File: src/rtl/parity_frame_gen_if.sv
// parity_frame_gen_if: beat stream in, frame result out, plus per-frame side inputs
interface parity_frame_gen_if #(
  parameter int WIDTH = 8,
  parameter int CNT_W = 8
);
  logic             odd_mode;
  logic             s_valid;
  logic             s_ready;
  logic [WIDTH-1:0] s_data;
  logic             s_last;
  logic             s_par_exp;
  logic             m_valid;
  logic             m_ready;
  logic             m_parity;
  logic [CNT_W-1:0] m_beats;
  logic             m_sat;
  logic             m_err;
  modport master (
    output odd_mode, s_valid, s_data, s_last, s_par_exp, m_ready,
    input  s_ready, m_valid, m_parity, m_beats, m_sat, m_err
  );
  modport slave (
    input  odd_mode, s_valid, s_data, s_last, s_par_exp, m_ready,
    output s_ready, m_valid, m_parity, m_beats, m_sat, m_err
  );
endinterface

File: src/rtl/parity_frame_gen.sv
// parity_frame_gen: accumulates even/odd parity and a saturating beat count per frame, one registered result per frame
module parity_frame_gen #(
  parameter int WIDTH = 8,
  parameter int CNT_W = 8
) (
  input logic               clk,
  input logic               rst_n,
  parity_frame_gen_if.slave bus
);
  typedef enum logic {IDLE, ACCUM} state_t;
  localparam logic [CNT_W-1:0] CNT_MAX = '1;
  state_t           r_state, w_state_nxt;
  logic             r_acc, r_sat;
  logic [CNT_W-1:0] r_cnt;
  logic             r_m_valid, r_m_parity, r_m_sat, r_m_err;
  logic [CNT_W-1:0] r_m_beats;
  logic             w_fire, w_first, w_acc, w_sat;
  logic [CNT_W-1:0] w_cnt;
  assign bus.s_ready  = ~r_m_valid | bus.m_ready;
  assign bus.m_valid  = r_m_valid;
  assign bus.m_parity = r_m_parity;
  assign bus.m_beats  = r_m_beats;
  assign bus.m_sat    = r_m_sat;
  assign bus.m_err    = r_m_err;
  // next-state and the running parity/count including the beat on offer
  always_comb begin
    w_fire      = bus.s_valid & bus.s_ready;
    w_first     = (r_state == IDLE);
    w_acc       = (w_first ? bus.odd_mode : r_acc) ^ (^bus.s_data);
    w_cnt       = w_first ? CNT_W'(1) : (r_cnt == CNT_MAX ? CNT_MAX : r_cnt + CNT_W'(1));
    w_sat       = w_first ? 1'b0 : (r_sat | (r_cnt == CNT_MAX));
    w_state_nxt = r_state;
    if (w_fire) w_state_nxt = bus.s_last ? IDLE : ACCUM;
  end
  // frame state register and accumulators; a reset drops any partial frame
  always_ff @(posedge clk or negedge rst_n) begin
    if (!rst_n) begin
      r_state <= IDLE;
      r_acc   <= 1'b0;
      r_cnt   <= '0;
      r_sat   <= 1'b0;
    end else begin
      r_state <= w_state_nxt;
      if (w_fire) begin
        r_acc <= w_acc;
        r_cnt <= w_cnt;
        r_sat <= w_sat;
      end
    end
  end
  // result slot: loads on the last beat, holds until drained
  always_ff @(posedge clk or negedge rst_n) begin
    if (!rst_n) begin
      r_m_valid  <= 1'b0;
      r_m_parity <= 1'b0;
      r_m_beats  <= '0;
      r_m_sat    <= 1'b0;
      r_m_err    <= 1'b0;
    end else if (w_fire && bus.s_last) begin
      r_m_valid  <= 1'b1;
      r_m_parity <= w_acc;
      r_m_beats  <= w_cnt;
      r_m_sat    <= w_sat;
      r_m_err    <= w_acc ^ bus.s_par_exp;
    end else if (bus.m_ready) begin
      r_m_valid  <= 1'b0;
    end
  end
endmodule

File: src/flat_wrapper.sv
// flat-port wrapper written by rule: the top's interface ports become plain ports
module parity_frame_gen_flat 
#(
  parameter int WIDTH = 8,
  parameter int CNT_W = 8
)
  (clk, rst_n, bus_odd_mode, bus_s_valid, bus_s_data, bus_s_last, bus_s_par_exp, bus_m_ready, bus_s_ready, bus_m_valid, bus_m_parity, bus_m_beats, bus_m_sat, bus_m_err);
  parity_frame_gen_if #(.WIDTH(WIDTH), .CNT_W(CNT_W)) bus_i ();
  input logic clk;
  input logic rst_n;
  input wire logic [$bits(bus_i.odd_mode)-1:0] bus_odd_mode;
  input wire logic [$bits(bus_i.s_valid)-1:0] bus_s_valid;
  input wire logic [$bits(bus_i.s_data)-1:0] bus_s_data;
  input wire logic [$bits(bus_i.s_last)-1:0] bus_s_last;
  input wire logic [$bits(bus_i.s_par_exp)-1:0] bus_s_par_exp;
  input wire logic [$bits(bus_i.m_ready)-1:0] bus_m_ready;
  output wire logic [$bits(bus_i.s_ready)-1:0] bus_s_ready;
  output wire logic [$bits(bus_i.m_valid)-1:0] bus_m_valid;
  output wire logic [$bits(bus_i.m_parity)-1:0] bus_m_parity;
  output wire logic [$bits(bus_i.m_beats)-1:0] bus_m_beats;
  output wire logic [$bits(bus_i.m_sat)-1:0] bus_m_sat;
  output wire logic [$bits(bus_i.m_err)-1:0] bus_m_err;
  assign bus_i.odd_mode = bus_odd_mode;
  assign bus_i.s_valid = bus_s_valid;
  assign bus_i.s_data = bus_s_data;
  assign bus_i.s_last = bus_s_last;
  assign bus_i.s_par_exp = bus_s_par_exp;
  assign bus_i.m_ready = bus_m_ready;
  assign bus_s_ready = bus_i.s_ready;
  assign bus_m_valid = bus_i.m_valid;
  assign bus_m_parity = bus_i.m_parity;
  assign bus_m_beats = bus_i.m_beats;
  assign bus_m_sat = bus_i.m_sat;
  assign bus_m_err = bus_i.m_err;
  parity_frame_gen #(.WIDTH(WIDTH), .CNT_W(CNT_W)) u_core (.clk(clk), .rst_n(rst_n), .bus(bus_i));
endmodule
File: config.mk
export PLATFORM = sky130hd
export DESIGN_NAME = parity_frame_gen_flat
export DESIGN_NICKNAME = d
export VERILOG_FILES = /design/src/rtl/parity_frame_gen_if.sv /design/src/rtl/parity_frame_gen.sv /design/src/flat_wrapper.sv
export SDC_FILE = /design/constraint.sdc
export NUM_CORES = 1
export LEC_CHECK = 0
export BUFFER_PORTS_ARGS = -buffer_cell sky130_fd_sc_hd__buf_4
export CORE_UTILIZATION = 47
export CTS_CLUSTER_SIZE = 14
export DETAILED_ROUTE_END_ITERATION = 16
export GPL_TIMING_DRIVEN = 0
export PLACE_DENSITY_LB_ADDON = 0.3
export SLEW_MARGIN = 10
export SYNTH_ARGS = -nofsm -noshare
export SYNTH_HDL_FRONTEND = slang
export SYNTH_SLANG_ARGS = --single-unit
File: constraint.sdc
create_clock -name clk -period 2.64 [get_ports clk]
set_clock_uncertainty 0.05 [all_clocks]
set_input_delay 0.264 -clock clk [delete_from_list [all_inputs] [get_ports clk]]
set_output_delay 0.264 -clock clk [all_outputs]
set_load 0.02 [all_outputs]
# Yosys cells after proc, flatten, opt, wreduce, memory -nomap -nowiden
# Index checks and enable logic that the tools add are counted.
# classes
n_reduce_logical	3
add_sub_neg	1
mux	7
bitwise_logic	6
n_eq_ne	1
# op_table
operator	count
$mux 8	2
$add 8x1->8 const B	1
$eq 8x8->1 const B	1
$reduce_xor 8->1	1
$mux 1	5
$or 1x1->1	2
$reduce_bool 2->1	1
$xor 1x1->1	2
$and 1x1->1	1
$logic_and 1x1->1	1
$not 1->1	1
# word_totals
inputBits	15
out_inout_bits	13
register_bits	23
word_cells	27

# Depth between registers and ports, before layout
# Gate-level depths: netlist of the first run.
# logic_depth
word_depth	5
depth_mapped	6
ltp_nobuf	5

# Least setup slack after synthesis of the first run
# OpenSTA, ideal clock, no wires.
# synth_timing
path_kind	reg-to-reg
from	register u_core.r_state
to	register u_core.r_m_err (netlist: u_core.bus.m_err)
slack_ps	1005
arrival_time_ps	1460
n_path_buf	0
stages_incl_launch_ff	5
path_cell_list	dfrtp_1 -> mux2i_1 -> xnor3_2 -> xnor3_1 -> mux2_2
# synth_between
elab_chain_len	3
# synth_rtl
element	line	text
start, declared	parity_frame_gen.sv:12	state_t r_state, w_state_nxt;
start signal, assigned	parity_frame_gen.sv:43	r_state <= w_state_nxt;
$mux 1	parity_frame_gen.sv:29	w_acc = (w_first ? bus.odd_mode : r_acc) ^ (^bus.s_data);
$xor 1x1->1	parity_frame_gen.sv:29	
$xor 1x1->1	parity_frame_gen.sv:64	r_m_err <= w_acc ^ bus.s_par_exp;
end signal, assigned	parity_frame_gen.sv:64	
end, declared	parity_frame_gen.sv:15	logic r_m_valid, r_m_parity, r_m_sat, r_m_err;
# Every way passes these cells.
# A chain may end at the register's enable or synchronous reset.

# Worst setup path in the final report of the first run
# layout_timing
from	register u_core.r_cnt[0]
to	register u_core.r_m_beats[3] (netlist: u_core.bus.m_beats[3])
# layout_between
elab_chain_len	3
elab_cells_between_ends	4
cone_classes	add/sub: 1; eq/ne: 1; mux: 2
# layout_rtl
element	line	text
start, declared	parity_frame_gen.sv:14	logic [CNT_W-1:0] r_cnt;
start signal, assigned	parity_frame_gen.sv:46	r_cnt <= w_cnt;
$add 8x1->8 / $eq 8x8->1 (equally long branches)	parity_frame_gen.sv:30	w_cnt = w_first ? CNT_W'(1) : (r_cnt == CNT_MAX ? CNT_MAX : r_cnt + CNT_W'(1));
$mux 8 (*) (2 in a row)	parity_frame_gen.sv:30	
end signal, assigned	parity_frame_gen.sv:62	r_m_beats <= w_cnt;
end, declared	parity_frame_gen.sv:16	logic [CNT_W-1:0] r_m_beats;
# Mark *: on every way between the ends. The rest lies on a longest branch, timed or not.

==> summary.md, run 1 <==
| Metric | Value |
|---|---|
| Hold WC Path Type | in2reg |
| CTS tree | yes |
| RSZ-0062 raised after global routing | no |
| Setup violations, final | 0 |
| Yosys top cell by area | dfrtp_1 |
| Setup WS post-layout | 0.8258 ns |
| Final Hold Viols | 0 |
| Global-route wire length before repair | 4436 um |
| Initial DRC count | 29 |
| Fmax | 551.2 MHz |
| Max-slew violation count | 0 |
| Int Power | 0.0006310 W |
| Area growth syn-to-layout | 23.57% |
| Hold slack | 0.2111 ns |
| Fin crit period | 1.814 ns |
| Part of the power in registers | 49.2% |
| ANT nets after route | 0 |
| Postcts setup bufs | 0 |
| Hold Crit Depth | 3 |
| Clock group share of total power | 16.7% |
| CP Data Arrival Time | 2.00 ns |
| Actual slew at the worst max-slew pin | 0.4604 ns |
| Nature of the critical path startpoint | flop |
| Initial antenna violation count | 0 |
| Post-synth EDFFs | 0 |
| Worst flop-to-flop path endpoint | u_core.bus.m_beats[3]$_DFFE_PN0P_ |
| Net Sw Frac | 34.16% |
| Crit Path Class | reg2reg |
| Rows | 17 |
| Total power | 0.0009583 W |
| Top_reg_cell synth | dfrtp_1 |
| Pwr/cell area | 667.2 mW/mm^2 |
| Cells after Synth | 124 |
| Critical path fanouts, max | 10 |
| Combinational power share | 34.1% |
| CTS resizes | 0 |
| GRT Util Overall | 22.43% |
| Status | finished clean |
| Number of diodes | 0 |
| Synth area leaders | dfrtp_1 (50%), o21ai_0 (11%), nand2_1 (7.1%) |
| Pre-CTS setup slack | 0.8746 ns |
| Post-synth ARST share | 100.0% |
| Nets | 173 |
| Share of layout cells above drive strength 1 | 21.79% |
| Rel. slew slack | 69.31% |
| Clock root cell | clkbuf_4 |
| Beginning of the worst hold path | bus_s_last |
| Leakage power | 0.6878 nW |
| Clock Path Buffers | 2 |
| CP required | 2.83 ns |
| Clock-pin slew of the registers on the worst-case setup and hold paths | 0.12 ns |
| Crit. End Element | flop |
| Vias post-DR | 1027 |
| Top-count cell post-synth | o21ai_0 |
| H-tree depth | 1 |
| Gpl congestion | 0.8697 |
| I/O Pins | 28 |
| R2R Setup Slk | 0.83 ns |
| WHS Endpoint | u_core.bus.m_beats[7]$_DFFE_PN0P_ |
| Cell variety after synth | 27 |
| Core area | 0.002276 mm^2 |
| TritonRoute pass-1 iters | 4 |
| Vias per cell | 5.582 |
| Switch Pwr | 0.0003273 W |
| Synth top area share | 49.52% |
| DIE HEIGHT | 51.73 um |
| Starting Density | 51.07% |
| Post-DP HPWL | 1919 um |
| Crit Reg-Reg Startpoint | u_core.r_cnt[0]$_DFFE_PN0P_ |
| Clock Latency Late Sink | 0.31 ns |
| Die area | 0.002676 mm^2 |
| Residual DRC | 0 |
| Die width | 51.73 um |
| PortBufs | 27 |
| Synth Register Bits | 23 |
| Max-Cap Viols | 0 |
| Number of global-route vias before repair | 1048 |
| Sequential area share after synthesis | 49.52% |
| Peak supply drop | 0.0005528 V |
| TritonCTS buffer count | 3 |
| Clock sinks | 23 |
| Syn nets | 140 |
| Final wirelength | 2569 um |
| Syn avg cell area | 9.374 um^2 |
| Post-Syn Area | 0.001162 mm^2 |
| Warnings, synthesis | 0 |
| GRT Residual Overflow | 0 |
| WL/cell | 13.96 um |
| TNS Setup | 0 ns |
| Worst reg2reg path depth | 6 |
| Post-synth top cells | o21ai_0 (25), dfrtp_1 (23), nand2_1 (22), xnor2_1 (7) |
| Pin count of the biggest net entering global routing | 24 |
| Fin crit share | 68.72% |
layout make-up:
| type | count | area [um^2] |
|---|---|---|
| Buffer | 6 | 23.77 |
| Clock buffer | 4 | 26.28 |
| Fill cell | 203 | 839.6 |
| Inverter | 2 | 7.507 |
| Multi-Input combinational cell | 93 | 555.5 |
| Sequential cell | 23 | 575.6 |
| Tap cell | 28 | 35.03 |
| Timing Repair Buffer | 28 | 212.7 |
state kept, by name, summed over array words and instances (netlist names):
signal	cells
u_core.bus.m_err	1
u_core.bus.m_sat	1
u_core.r_cnt	8
u_core.bus.m_valid	1
u_core.r_sat	1
u_core.r_state	1
u_core.bus.m_parity	1
u_core.r_acc	1
u_core.bus.m_beats	8
cells by family after synthesis:
group / share of synthesized area, %
simple gates: 15.29
compound gates: 17.98
flops: 49.52
xor+xnor: 10.76
buf+inv: 2.691
mux: 2.691
fa+ha+maj: 1.076
worst max path at each step:
stage / from / to / slack, ns / cells past startpoint
floorplan: u_core.r_state$_DFFE_PN0P_ / u_core.bus.m_err$_DFFE_PN0P_ / 1.00 / 4
global placement: u_core.r_state$_DFFE_PN0P_ / u_core.bus.m_err$_DFFE_PN0P_ / 0.88 / 4
detailed placement: u_core.r_state$_DFFE_PN0P_ / u_core.bus.m_err$_DFFE_PN0P_ / 0.87 / 4
CTS: u_core.r_cnt[0]$_DFFE_PN0P_ / u_core.bus.m_beats[3]$_DFFE_PN0P_ / 0.84 / 6
global route: u_core.r_cnt[0]$_DFFE_PN0P_ / u_core.bus.m_beats[3]$_DFFE_PN0P_ / 0.64 / 6
finish: u_core.r_cnt[0]$_DFFE_PN0P_ / u_core.bus.m_beats[3]$_DFFE_PN0P_ / 0.83 / 6
timing repair:
action	in CTS	in global routing
hold buffers	1	0
endpoints found under the hold margin	23	0
setup endpoints to repair	0	0
power by group through the flow:
| stage | clock network [W] | logic [W] | registers, W |
|---|---|---|---|
| finish | 0.000160 | 0.000326 | 0.000472 |
| global route | 0.000179 | 0.000362 | 0.000480 |
| CTS | 0.000166 | 0.000331 | 0.000471 |
| detailed placement | 0 | 0.000329 | 0.000478 |
| global placement | 0 | 0.000317 | 0.000473 |
| floorplan | 0 | 0.000165 | 0.000511 |
critical path, cell delays in order (launching register included):
cell and delay, ns:
dfrtp_1 0.41, ha_1 0.29, nand4_1 0.14, nor2_1 0.27
buf_2 0.26, o21ai_0 0.13, o21ai_0 0.19
layer usage:
| layer | vias up | GRT usage (%) | share of wire [%] |
|---|---|---|---|
| li1 | 493 | - | - |
| met1 | 499 | 27.65 | 42 |
| met2 | 31 | 40.69 | 52 |
| met3 | 4 | 4.386 | 5.8 |
| met4 | 0 | 4.054 | 0.74 |
| met5 | - | 0 | 0 |
cells in the final DEF, fill, tap and decap left out, types with 2 or more instances in the layout:
| cell type | Yosys | layout |
|---|---|---|
| buf_4 | 0 | 27 |
| o21ai_0 | 25 | 25 |
| dfrtp_1 | 23 | 23 |
| nand2_1 | 22 | 22 |
| xnor2_1 | 7 | 7 |
| nand3_1 | 6 | 6 |
| clkbuf_1 | 5 | 6 |
| a21oi_1 | 6 | 6 |
| nor2_1 | 5 | 5 |
| and3_1 | 3 | 3 |
| clkbuf_4 | 0 | 3 |
| mux2i_1 | 2 | 2 |
| xor2_1 | 2 | 2 |
| inv_1 | 2 | 2 |
| a22oi_1 | 2 | 2 |
through the flow:
stage | instance area [um^2] | utilization (%) | instances
after global routing | 1436 | 63.11 | 184
after floorplan | 1162 | - | 124
after global placement | 1400 | 61.52 | 179
after detailed placement | 1400 | 61.52 | 179
after CTS | 1436 | 63.11 | 184
final | 1436 | 63.11 | 184
No activity file was read; power rests on OpenSTA's default activity.
==> inputs of run 2 (changes only) <==
==> constraint.sdc (replaced) <==
create_clock -name clk -period 1.6 [get_ports clk]
set_clock_uncertainty 0.05 [all_clocks]
set_input_delay 0.16 -clock clk [delete_from_list [all_inputs] [get_ports clk]]
set_output_delay 0.16 -clock clk [all_outputs]
set_load 0.02 [all_outputs]
==> run 2 against run 1 <==
Effect of this change: count of clock-buffer cells in the layout did not move; sequential power rose by 64%; hold slack got worse by 0.11 ns.
==> summary.md, run 2 (synthesis results as in run 1) <==
| Metric | Value |
|---|---|
| Status | finished clean |
| Starting Density | 51.07% (unchanged) |
| Max incr delay on CP | 0.46 ns (+0.05 ns) |
| Dpl cells | 179 (unchanged) |
| Number of global-route vias before repair | 924 (-12%) |
| Post-DP HPWL | 1850 um (-3.6%) |
| Number of diodes | 0 (unchanged) |
| Actual slew at the worst max-slew pin | 0.4450 ns (-0.01541 ns) |
| Commonest non-fill, non-tap cells in the layout | buf_4 (31), o21ai_0 (24), nand2_1 (22), dfrtp_1 (22), xnor2_1 (7) |
| Crit Path Class | reg2reg |
| TNS Setup | 0 ns (unchanged) |
| Leakage power | 0.7014 nW (+2.0%) |
| DIE HEIGHT | 51.73 um (unchanged) |
| Initial antenna violation count | 0 (unchanged) |
| Pin count of the biggest net entering global routing | 24 (unchanged) |
| Die width | 51.73 um (unchanged) |
| TritonCTS buffer count | 3 (unchanged) |
| Clock Path Buffers | 2 (unchanged) |
| Setup WS post-layout | 0.02228 ns (-0.8035 ns) |
| PortBufs | 27 (unchanged) |
| RSZ-0062 raised after global routing | yes |
| CP Data Arrival Time | 1.73 ns (-0.27 ns) |
| Initial DRC count | 30 (+3.4%) |
| Crit. End Element | flop |
| Pre-CTS setup slack | -0.1647 ns (-1.039 ns) |
| Vias per cell | 5.435 (-2.6%) |
| CP required | 1.76 ns (-1.07 ns) |
| TritonRoute pass-1 iters | 4 (unchanged) |
| Rows | 17 (unchanged) |
| Pwr/cell area | 1080 mW/mm^2 (+62%) |
| Area growth syn-to-layout | 26.05% |
| Final wirelength | 2511 um (-2.3%) |
| Fin crit period | 1.578 ns (-0.2365 ns) |
| Crit path buffers/inverters | 0 (-1) |
| Peak supply drop | 0.0008896 V (+61%) |
| Gpl congestion | 0.8781 (+0.97%) |
| Clock root cell | clkbuf_4 |
| Final Hold Viols | 0 (unchanged) |
| Die area | 0.002676 mm^2 (unchanged) |
| GRT Residual Overflow | 0 (unchanged) |
| Residual DRC | 0 (unchanged) |
| Fmax | 633.8 MHz (+15%) |
| Non-Filler Instances | 186 (+1.1%) |
| Setup violations, final | 0 (unchanged) |
| Hold WC Path Type | in2reg |
| H-tree depth | 1 (unchanged) |
| Critical path cell sequence | mux2i_1, xnor3_2, xnor3_1, mux2_2 |
| ANT nets after route | 0 (unchanged) |
| Clock Latency Late Sink | 0.31 ns (about the same) |
| GRT Util Overall | 20.86% (-1.6 points) |
| Most common cell after layout, fill and taps aside | buf_4 |
| CP max-delay cell | dfrtp_2 |
| Clock sinks | 23 (unchanged) |
| Critical path's top delay family | multiplexers |
| WL/cell | 13.50 um (-3.3%) |
| Clock-pin slew of the registers on the worst-case setup and hold paths | 0.12 ns (about the same) |
| Core area | 0.002276 mm^2 (unchanged) |
| CTS tree | yes |
| Fin crit share | 98.61% (+30 points) |
| Global-route wire length before repair | 4036 um (-9.0%) |
| Vias post-DR | 1011 (-1.6%) |
| Nets | 175 (+1.2%) |
| Nature of the critical path startpoint | flop |
| Share of layout cells above drive strength 1 | 25.95% (+4.2 points) |
| Max-slew violation count | 0 (unchanged) |
| Rel. slew slack | 70.33% (+1.0 points) |
| I/O Pins | 28 (unchanged) |
| Max-Cap Viols | 0 (unchanged) |
| Critical path fanouts, max | 6 (-4) |
run 2: changes by cell type in the layout (fill, tap and decap cells not counted):
cell	previous run	this run
buf_4	27	31
clkbuf_1	6	4
buf_2	1	0
clkbuf_2	0	1
dfrtp_1	23	22
dfrtp_2	0	1
ha_1	1	0
ha_2	0	1
nor2_1	5	4
nor2_2	0	1
o21ai_0	25	24
o21ai_1	0	1
run 2: routing by layer:
metal	vias to the layer above	global-route usage, %	routed length (um)
met2	31	36.15	1301
met4	0	8.108	31
met5	-	0	0
met3	4	3.509	104
li1	496	-	-
met1	480	25.76	1073
run 2: area by class of cell:
class                           count  area [um^2]
Inverter                            2        7.507
Sequential cell                    23        576.8
Fill cell                         193        810.8
Tap cell                           28        35.03
Clock buffer                        4        26.28
Multi-Input combinational cell     93        560.5
Timing Repair Buffer               31        235.2
Buffer                              5        23.77
run 2: worst register-to-register path, cell delays in order (launching register included):
cell and delay, ns:
dfrtp_2 0.46, mux2i_1 0.22, xnor3_2 0.29, xnor3_1 0.19
mux2_2 0.27
run 2: stage by stage:
stage	total power, W	utilization (%)	hold slack, ns	cell area (um^2)
6_report	0.001582	64.38	0.1023	1465
5_1_grt	0.001674	64.38	0.1166	1465
4_1_cts	0.001576	63.83	0.09954	1453
3_5_place_dp	0.001307	61.52	0.02132	1400
3_3_place_gp	0.001290	61.52	0.01715	1400
2_1_floorplan	0.001103	-	-0.1856	1162
run 2: repair_timing:
action / CTS / global route
setup endpoints to repair: 12 / 16
buffers inserted: 1 / 2
pin swaps: 1 / 0
endpoints found under the hold margin: 23 / 0
resized for setup: 4 / 3
cloned: 0 / 0
hold buffers: 1 / 0
run 2: path summary, 6_finish.rpt:
| path | startpoint | end | slack (ns) | cells after the start |
|---|---|---|---|---|
| max | u_core.r_state$_DFFE_PN0P_ | u_core.bus.m_err$_DFFE_PN0P_ | 0.02 | 4 |
| min | bus_s_last | u_core.bus.m_beats[7]$_DFFE_PN0P_ | 0.10 | 3 |
| max reg2reg | u_core.r_state$_DFFE_PN0P_ | u_core.bus.m_err$_DFFE_PN0P_ | 0.02 | 4 |
| min reg2reg | u_core.bus.m_parity$_DFFE_PN0P_ | u_core.bus.m_parity$_DFFE_PN0P_ | 0.44 | 2 |
| max in group asynchronous | rst_n | u_core.r_state$_DFFE_PN0P_ | 1.05 | 2 |
| min in group asynchronous | rst_n | u_core.bus.m_parity$_DFFE_PN0P_ | 0.21 | 2 |
run 2: report_power, final:
| part | internal, W | leakage, nW | total (W) | switching (W) |
|---|---|---|---|---|
| sequential | 0.000687 | 0.302 | 0.000774 | 0.0000872 |
| clock | 0.0000974 | 0.0150 | 0.000268 | 0.000171 |
| combinational | 0.000257 | 0.385 | 0.000539 | 0.000282 |
==> inputs of run 3 (changes only) <==
--- a/config.mk
+++ b/config.mk
@@ -5,11 +5,10 @@
 export SDC_FILE = /design/constraint.sdc
 export NUM_CORES = 1
 export LEC_CHECK = 0
-export BUFFER_PORTS_ARGS = -buffer_cell sky130_fd_sc_hd__buf_4
 export CORE_UTILIZATION = 47
 export CTS_CLUSTER_SIZE = 14
 export DETAILED_ROUTE_END_ITERATION = 16
-export GPL_TIMING_DRIVEN = 0
+export DONT_BUFFER_PORTS = 1
 export PLACE_DENSITY_LB_ADDON = 0.3
 export SLEW_MARGIN = 10
 export SYNTH_ARGS = -nofsm -noshare
==> run 3 against run 2 <==
Effect of this change: register-to-register slack improved by 0.095 ns; routed wire length is 3.8% lower; global-route usage grew 0.23 points; critical path type unchanged.
==> summary.md, run 3 (synthesis results as in run 1) <==
| Metric | Value |
|---|---|
| Status | finished clean |
| Initial DRC count | 18 (-40%) |
| Number of diodes | 0 (unchanged) |
| Critical path cell sequence | mux2i_1, xnor3_2, xnor3_1, mux2_2 |
| TritonRoute pass-1 iters | 4 (unchanged) |
| H-tree depth | 1 (unchanged) |
| Area growth syn-to-layout | 13.78% |
| CP required | 1.77 ns (about the same) |
| Crit. End Element | flop |
| Starting Density | 51.07% (unchanged) |
| Number of global-route vias before repair | 902 (-2.4%) |
| Pin count of the biggest net entering global routing | 24 (unchanged) |
| Rel. slew slack | 31.10% (-39 points) |
| Peak supply drop | 0.0008791 V (-1.2%) |
| Fin crit period | 1.483 ns (-0.09517 ns) |
| DIE HEIGHT | 51.73 um (unchanged) |
| Clock sinks | 23 (unchanged) |
| Residual DRC | 0 (unchanged) |
| CTS tree | yes |
| Setup violations, final | 0 (unchanged) |
| Final wirelength | 2415 um (-3.8%) |
| Clock-pin slew of the registers on the worst-case setup and hold paths | 0.14 ns (+0.02 ns) |
| Int Power | 0.0009683 W (-7.1%) |
| Net Sw Frac | 36.08% (+2.0 points) |
| Vias post-DR | 909 (-10%) |
| RSZ-0062 raised after global routing | no |
| Leakage power | 0.5921 nW (-16%) |
| Most common cell after layout, fill and taps aside | o21ai_0 |
| Clock Path Buffers | 2 (unchanged) |
| Rows | 17 (unchanged) |
| Global-route wire length before repair | 4091 um (+1.4%) |
| Actual slew at the worst max-slew pin | 1.030 ns (+0.5851 ns) |
| WP depth | 4 (unchanged) |
| GRT Util Overall | 21.10% (+0.23 points) |
| Clock group share of total power | 18.4% (+1.4 points) |
| Nature of the critical path startpoint | flop |
| WHS Endpoint | u_core.bus.m_valid$_DFFE_PN0P_ |
| Share of layout cells above drive strength 1 | 15.67% (-10 points) |
| Pwr/cell area | 1145 mW/mm^2 (+6.1%) |
| Max-Cap Viols | 0 (unchanged) |
| Clock root cell | clkbuf_4 |
| Dpl cells | 155 (-13%) |
| Setup WS post-layout | 0.1175 ns (+0.09517 ns) |
| Vias per cell | 5.611 (+3.2%) |
| Non-Filler Instances | 162 (-13%) |
| Die area | 0.002676 mm^2 (unchanged) |
| Combinational power share | 24.7% (-9.4 points) |
| CP max-delay cell | dfrtp_1 |
| Critical path fanouts, max | 2 (-4) |
| Pre-CTS setup slack | 0.09390 ns (+0.2586 ns) |
| Crit Path Class | reg2reg |
| Switch Pwr | 0.0005465 W (+1.2%) |
| Initial antenna violation count | 0 (unchanged) |
| Clock Latency Late Sink | 0.32 ns (about the same) |
| Crit Reg-Reg Startpoint | u_core.r_state$_DFFE_PN0P_ |
| Hold Crit Depth | 2 (-1) |
| Fmax | 674.5 MHz (+6.4%) |
| Commonest non-fill, non-tap cells in the layout | o21ai_0 (24), dfrtp_1 (23), nand2_1 (22) |
| Die width | 51.73 um (unchanged) |
| Worst reg2reg path depth | 4 (unchanged) |
| Gpl congestion | 0.8813 (+0.36%) |
| Core area | 0.002276 mm^2 (unchanged) |
| ANT nets after route | 0 (unchanged) |
| Crit path buffers/inverters | 0 (unchanged) |
| Hold slack | 0.07029 ns (-0.03200 ns) |
| Post-DP HPWL | 1710 um (-7.6%) |
| Worst flop-to-flop path endpoint | u_core.bus.m_err$_DFFE_PN0P_ |
| PortBufs | 0 (-100%) |
| Part of the power in registers | 56.9% (+7.9 points) |
| CP Data Arrival Time | 1.66 ns (-0.07 ns) |
| Max incr delay on CP | 0.39 ns (-0.07 ns) |
| Hold WC Path Type | in2reg |
| WL/cell | 14.91 um (+10%) |
| GRT Residual Overflow | 0 (unchanged) |
| TritonCTS buffer count | 3 (unchanged) |
| Beginning of the worst hold path | bus_m_ready |
| Fin crit share | 92.66% (-5.9 points) |
| Max-slew violation count | 0 (unchanged) |
| I/O Pins | 28 (unchanged) |
| Nets | 151 (-14%) |
| R2R Setup Slk | 0.12 ns (+0.10 ns) |
| TNS Setup | 0 ns (unchanged) |
| Critical path's top delay family | XOR/XNOR gates |
| Final Hold Viols | 0 (unchanged) |
-- run 3: cell types whose count changed in the layout (fill, tap and decap cells not counted), sizes merged --
cell         before  now
buf              31   10
clkbuf            8    3
clkinvlp          0    1
dlygate4sd3       1    2
-- run 3: layout make-up --
class	count	area, um^2
Sequential cell	23	575.6
Multi-Input combinational cell	93	579.3
Timing Repair Buffer	12	95.09
Inverter	2	7.507
Clock inverter	1	7.507
Clock buffer	3	22.52
Tap cell	28	35.03
Fill cell	196	953.4
-- run 3: through the flow --
step,power [W],area [um^2],util (%)
after floorplan,0.001103,1162,-
final,0.001515,1323,58.11
after global routing,0.001614,1323,58.11
after global placement,0.001175,1241,54.54
after CTS,0.001489,1291,56.73
after detailed placement,0.001197,1241,54.54
-- run 3: worst max-delay path by stage --
stage,start,to
floorplan,u_core.bus.m_valid$_DFFE_PN0P_,u_core.r_cnt[5]$_DFFE_PN0P_
global placement,u_core.r_cnt[0]$_DFFE_PN0P_,u_core.r_cnt[1]$_DFFE_PN0P_
detailed placement,u_core.r_cnt[0]$_DFFE_PN0P_,u_core.r_cnt[1]$_DFFE_PN0P_
CTS,u_core.r_cnt[0]$_DFFE_PN0P_,u_core.r_cnt[3]$_DFFE_PN0P_
global route,u_core.r_cnt[0]$_DFFE_PN0P_,u_core.r_cnt[3]$_DFFE_PN0P_
finish,u_core.r_state$_DFFE_PN0P_,u_core.bus.m_err$_DFFE_PN0P_
-- run 3: metal layers --
metal,GRT usage [%],up-vias,routed length [um]
met5,0,-,0
met4,8.108,0,27
met3,2.924,4,91
met2,37.45,20,1189
met1,25.60,434,1107
li1,-,451,-
-- run 3: what timing repair did --
item                                   4_1_cts  5_1_grt
resized for setup                            0        7
buffers inserted                             0        1
hold buffers                                 2        0
setup endpoints to repair                    0       15
endpoints found under the hold margin       24        0
-- run 3: power by group through the flow --
stage	Sequential [W]	Clock (W)	Combinational [W]
after CTS	0.000850	0.000287	0.000352
after detailed placement	0.000862	0	0.000335
after floorplan	0.000843	0	0.000260
after global routing	0.000875	0.000312	0.000428
final	0.000862	0.000279	0.000373
after global placement	0.000857	0	0.000318
